**src/rtl/stopwatch_bcd4.sv**
```systemverilog
// Four-digit BCD stopwatch (SS.cc) with debounced start/stop and clear buttons,
// a RUN/STOP/IDLE state machine and a centisecond prescaler.
module stopwatch_bcd4 #(
  parameter int TICK_DIV = 10,
  parameter int DEBOUNCE = 20
) (
  input  logic        clk_1k,
  input  logic        reset,
  input  logic        btn_ss,
  input  logic        btn_clr,
  output logic [15:0] bcd,
  output logic [3:0]  dp,
  output logic        running,
  output logic        ovf
);

  localparam int DB_W   = (DEBOUNCE > 1) ? $clog2(DEBOUNCE) : 1;
  localparam int TICK_W = (TICK_DIV > 1) ? $clog2(TICK_DIV) : 1;

  typedef enum logic [1:0] {IDLE, RUN, STOP} state_t;

  state_t            state_reg;
  logic [TICK_W-1:0] presc_reg;
  logic              running_reg;
  logic              ovf_reg;
  logic [1:0]        btn_raw;
  logic [1:0]        press;
  logic [4:0]        carry;
  logic              tick;
  logic              clear_go;

  assign btn_raw = {btn_clr, btn_ss};

  // A button only becomes armed after it has been seen released for DEBOUNCE
  // cycles, so a button held through reset cannot trigger until re-pressed.
  genvar gi;
  generate
    for (gi = 0; gi < 2; gi++) begin : g_btn
      logic            meta_reg, sync_reg, level_reg, prev_reg, armed_reg;
      logic [DB_W-1:0] db_cnt_reg, arm_cnt_reg;

      always_ff @(posedge clk_1k) begin
        if (reset) begin
          meta_reg    <= 1'b0;
          sync_reg    <= 1'b0;
          level_reg   <= 1'b0;
          prev_reg    <= 1'b0;
          armed_reg   <= 1'b0;
          db_cnt_reg  <= '0;
          arm_cnt_reg <= '0;
        end else begin
          meta_reg <= btn_raw[gi];
          sync_reg <= meta_reg;
          prev_reg <= level_reg;
          if (sync_reg != level_reg) begin
            if (db_cnt_reg == DB_W'(DEBOUNCE - 1)) begin
              level_reg  <= sync_reg;
              db_cnt_reg <= '0;
            end else begin
              db_cnt_reg <= db_cnt_reg + 1'b1;
            end
          end else begin
            db_cnt_reg <= '0;
          end
          if (!armed_reg) begin
            if (sync_reg || level_reg)
              arm_cnt_reg <= '0;
            else if (arm_cnt_reg == DB_W'(DEBOUNCE - 1))
              armed_reg <= 1'b1;
            else
              arm_cnt_reg <= arm_cnt_reg + 1'b1;
          end
        end
      end

      assign press[gi] = level_reg && !prev_reg && armed_reg;
    end
  endgenerate

  assign tick     = (state_reg == RUN) && (presc_reg == TICK_W'(TICK_DIV - 1));
  assign clear_go = (state_reg == STOP) && press[1];
  assign carry[0] = tick;

  // Ripple-carry decade chain; gi = 0 is cs_ones in bcd[3:0].
  generate
    for (gi = 0; gi < 4; gi++) begin : g_dig
      logic [3:0] digit_reg;

      always_ff @(posedge clk_1k) begin
        if (reset || clear_go)
          digit_reg <= 4'd0;
        else if (carry[gi])
          digit_reg <= (digit_reg == 4'd9) ? 4'd0 : digit_reg + 4'd1;
      end

      assign carry[gi+1]       = carry[gi] && (digit_reg == 4'd9);
      assign bcd[gi*4 +: 4]    = digit_reg;
    end
  endgenerate

  always_ff @(posedge clk_1k) begin
    if (reset) begin
      state_reg   <= IDLE;
      presc_reg   <= '0;
      running_reg <= 1'b0;
      ovf_reg     <= 1'b0;
    end else begin
      case (state_reg)
        IDLE: begin
          // clr wins over a coincident ss press here
          if (!press[1] && press[0]) begin
            state_reg   <= RUN;
            running_reg <= 1'b1;
          end
        end
        RUN: begin
          presc_reg <= tick ? '0 : presc_reg + 1'b1;
          if (carry[4])
            ovf_reg <= 1'b1;
          if (press[0]) begin
            state_reg   <= STOP;
            running_reg <= 1'b0;
          end
        end
        STOP: begin
          if (press[1]) begin
            state_reg <= IDLE;
            presc_reg <= '0;
            ovf_reg   <= 1'b0;
          end else if (press[0]) begin
            state_reg   <= RUN;
            running_reg <= 1'b1;
          end
        end
        default: begin
          state_reg   <= IDLE;
          running_reg <= 1'b0;
        end
      endcase
    end
  end

  assign running = running_reg;
  assign ovf     = ovf_reg;
  assign dp      = 4'b0100;

endmodule

```
**config.mk**
```make
export PLATFORM = sky130hd
export DESIGN_NAME = stopwatch_bcd4
export DESIGN_NICKNAME = d
export VERILOG_FILES = /design/src/rtl/stopwatch_bcd4.sv
export SDC_FILE = /design/constraint.sdc
export NUM_CORES = 1
export LEC_CHECK = 0
export ABC_CLOCK_PERIOD_IN_PS = 1570
export BUFFER_PORTS_ARGS = -buffer_cell sky130_fd_sc_hd__buf_2
export CAP_MARGIN = 20
export CORE_ASPECT_RATIO = 0.75
export CORE_MARGIN = 2
export CORE_UTILIZATION = 50
export CTS_CLUSTER_SIZE = 20
export DETAILED_ROUTE_END_ITERATION = 8
export PLACE_DENSITY_LB_ADDON = 0.3
export SKIP_LAST_GASP = 1
export SLEW_MARGIN = 20
export SYNTH_ARGS = -nofsm -noshare
export SYNTH_HDL_FRONTEND = slang
export SYNTH_SLANG_ARGS = --single-unit
```
**constraint.sdc**
```tcl
create_clock -name clk_1k -period 1.57 [get_ports clk_1k]
set_input_delay 0 -clock clk_1k [delete_from_list [all_inputs] [get_ports clk_1k]]
set_output_delay 0 -clock clk_1k [all_outputs]
set_load 0.01 [all_outputs]
```
==> impl_results.md <==
* Post-Layout Inst Area at 0.00308 mm²
* Top-count cell post-synth: dfxtp_1
* Post-DP Area at 0.00275 mm²
* Cell Pwr Density at 742 mW/mm²
* EDFF count, synth at 0
* Failing checks: negative setup slack
* Core area at 0.00482 mm²
* Slowest Stage Delay on Critical Path at 420 ps
* Slowest cell on the critical path: or3_4
* Max-slew violation count at 0
* Max FFs per register at 16
* Synth top area cells: dfxtp_1 44%, nor2_1 5.9%, a21oi_1 5.3%, ha_1 4.0%, xor2_1 3.2%
* Final core utilization at 64.0%
* Status: finished, violations left
* Fill cells at 425
* Average size of a mapped cell at 8.80 µm²
* Yosys reg bits at 54
* Worst Clk Skew at 6.02 ps
* RSZ-0062 raised after global routing: yes
* Crit-path cells: inv_2, ha_4, and3b_2, buf_6, nand4_1, or3_4, a21oi_2
* Critical path capture point type: flip-flop
* CTS sink count at 54
* Pwr Total at 2.29 mW
* Setup ws final at -74.8 ps
* P_leak at 1.25 nW
* Synth area leader: dfxtp_1
* CTS clk-pin slew, worst paths at 90 ps
* Number of synthesis warnings at 0
* Crit Path Class: flip-flop to flip-flop
* Pre-CTS setup slack at -47.4 ps
* Hold_ws at 58.6 ps
* Initial Util at 51.4%
* CP max FO at 5
* # setup viols final at 2
* Root Driver: clkbuf_8
* Routed WL at 5090 µm
* Per-cell routed wire length at 13.0 µm
* Data required, critical path at 1810 ps
* CTS Buf Count at 5
* Vias per std cell at 5.39
* Synth top cells by count: 54 x dfxtp_1, 39 x nor2_1, 26 x a21oi_1, 15 x inv_1, 12 x nand3_1
* Syn Inst Count at 281
* Final Instance Count excl. Fillers at 392
* Post-DP HPWL at 3320 µm
* Dominant synthesized flop cell: dfxtp_1
* Final Net Count at 343
* TNS Setup at -115 ps
* Synth top area share at 43.7%
* Cell Rows at 22
* Post-Syn Area at 0.00247 mm²
* First-pass GRT wire length at 8220 µm
* First-pass detailed-route iteration total at 5
* FMAX at 608 MHz
* I/O Pins at 26
* CTS tree: done
* Post-placement cell count at 374
* Die area at 0.00553 mm²
* Initial antenna violation count at 0
* Synth cell types at 47
* Syn-to-layout area delta at 24.7%
* Crit path buf inv count at 2
* Worst relative slew slack at 63.5%
* FFs w/ async S/R, synth at 0%
* HP Class: primary input to flip-flop
* Inserted Diodes at 0
* Startpoint class of the critical path: flip-flop
* Final worst-path cycle share at 105%
* Slew at the pin closest to its max-slew limit at 547 ps
* Worst EP arrival at 1880 ps
* Vias at 2113
* GRT Util Overall at 18.1%
* Max-Cap Viols at 0
* Number of global-route vias before repair at 1850
* Grt total ovfl at 0
* H-Tree Depth at 2
* DRT iter0 DRCs at 98
* Tmin final at 1640 ps
* Port Buffer Count at 21
* Clk Latency, worst-skew pair at 300 ps
* Die extent in x at 85.2 µm
* Max rail drop VDD at 0.559 mV
* Fraction of layout cells with a size suffix above 1 at 28.3%
* Sequential area share after synthesis at 43.7%
* Die Ht at 64.9 µm
* GPL Wtd Cong at 0.759
* Multi-input gate area at 0.00140 mm²
* Delay-heaviest family, CP: simple AND/OR/NAND/NOR gates
* Largest net degree at the start of global routing at 20
* Clk buf depth at 2
* DR DRC count at 0
* Seq. cell area at 0.00108 mm²
* Final Hold Vio Count at 0
* Routed Antenna Nets at 0
timing repair:
action,CTS,global route
hold buffers,2,0
pin swaps,1,10
cloned,1,0
gates resized for setup,3,35
setup endpoints to repair,3,25
endpoints found under the hold margin,2,0
setup buffers,3,4
cell usage in the layout (no fill, tap or decap), types with 3 or more instances in the layout:
master    instances
clkbuf_8          6
a21oi_1          23
nand2_1           6
or3_1             3
nand2b_1          7
and4bb_2          3
xor2_1            9
or3_4             3
nand3b_1          9
xnor2_1           4
buf_2            21
o21bai_1          3
buf_6             6
nor4_1            3
o21ai_0           9
conb_1            4
nor2b_1          11
nor2_1           38
ha_1              7
buf_4            25
inv_1            14
nand3_1          12
nand4_1           3
a31oi_1           5
a21oi_2           3
dfxtp_1          52
logic make-up after synthesis:
| family | share of synthesized area (%) |
|---|---|
| flops | 43.7 |
| xor+xnor | 4.60 |
| simple gates | 27.9 |
| buf+inv | 5.92 |
| compound gates | 13.5 |
| other cells | 0.304 |
| fa+ha+maj | 4.05 |
path summary, 6_finish.rpt:
check	startpoint	endpoint	slack, ps	cells past startpoint
max	presc_reg[1]	g_dig[1].digit_reg[1]	-70	7
max reg2reg	presc_reg[1]	g_dig[1].digit_reg[1]	-70	7
min	reset	g_btn[0].prev_reg	60	2
min reg2reg	g_btn[1].meta_reg	g_btn[1].sync_reg	450	1
routing by layer:
layer  up-vias  track usage [%]  share of wire [%]
li1       1065                -                  -
met3         8             4.97                4.2
met2        43             27.7                 45
met1       997             25.6                 50
met4         0             3.77                1.1
met5         -                0                  0
final cells by class:
cell class	instances	share of cell area, %
flip-flops and latches	54	35.1
multi-input cells	201	45.3
well taps	60	2.43
inverters	15	1.83
clock inverters	1	0.162
repair buffers	54	12.3
clock buffers	7	2.80
power by group:
group / internal (mW) / total [mW] / leakage (nW) / switching [mW]
logic: 0.0393 / 0.0941 / 0.767 / 0.0549
clock network: 0.357 / 0.788 / 0.0482 / 0.431
registers: 1.39 / 1.41 / 0.438 / 0.0163
No activity file was read; power rests on OpenSTA's default activity.
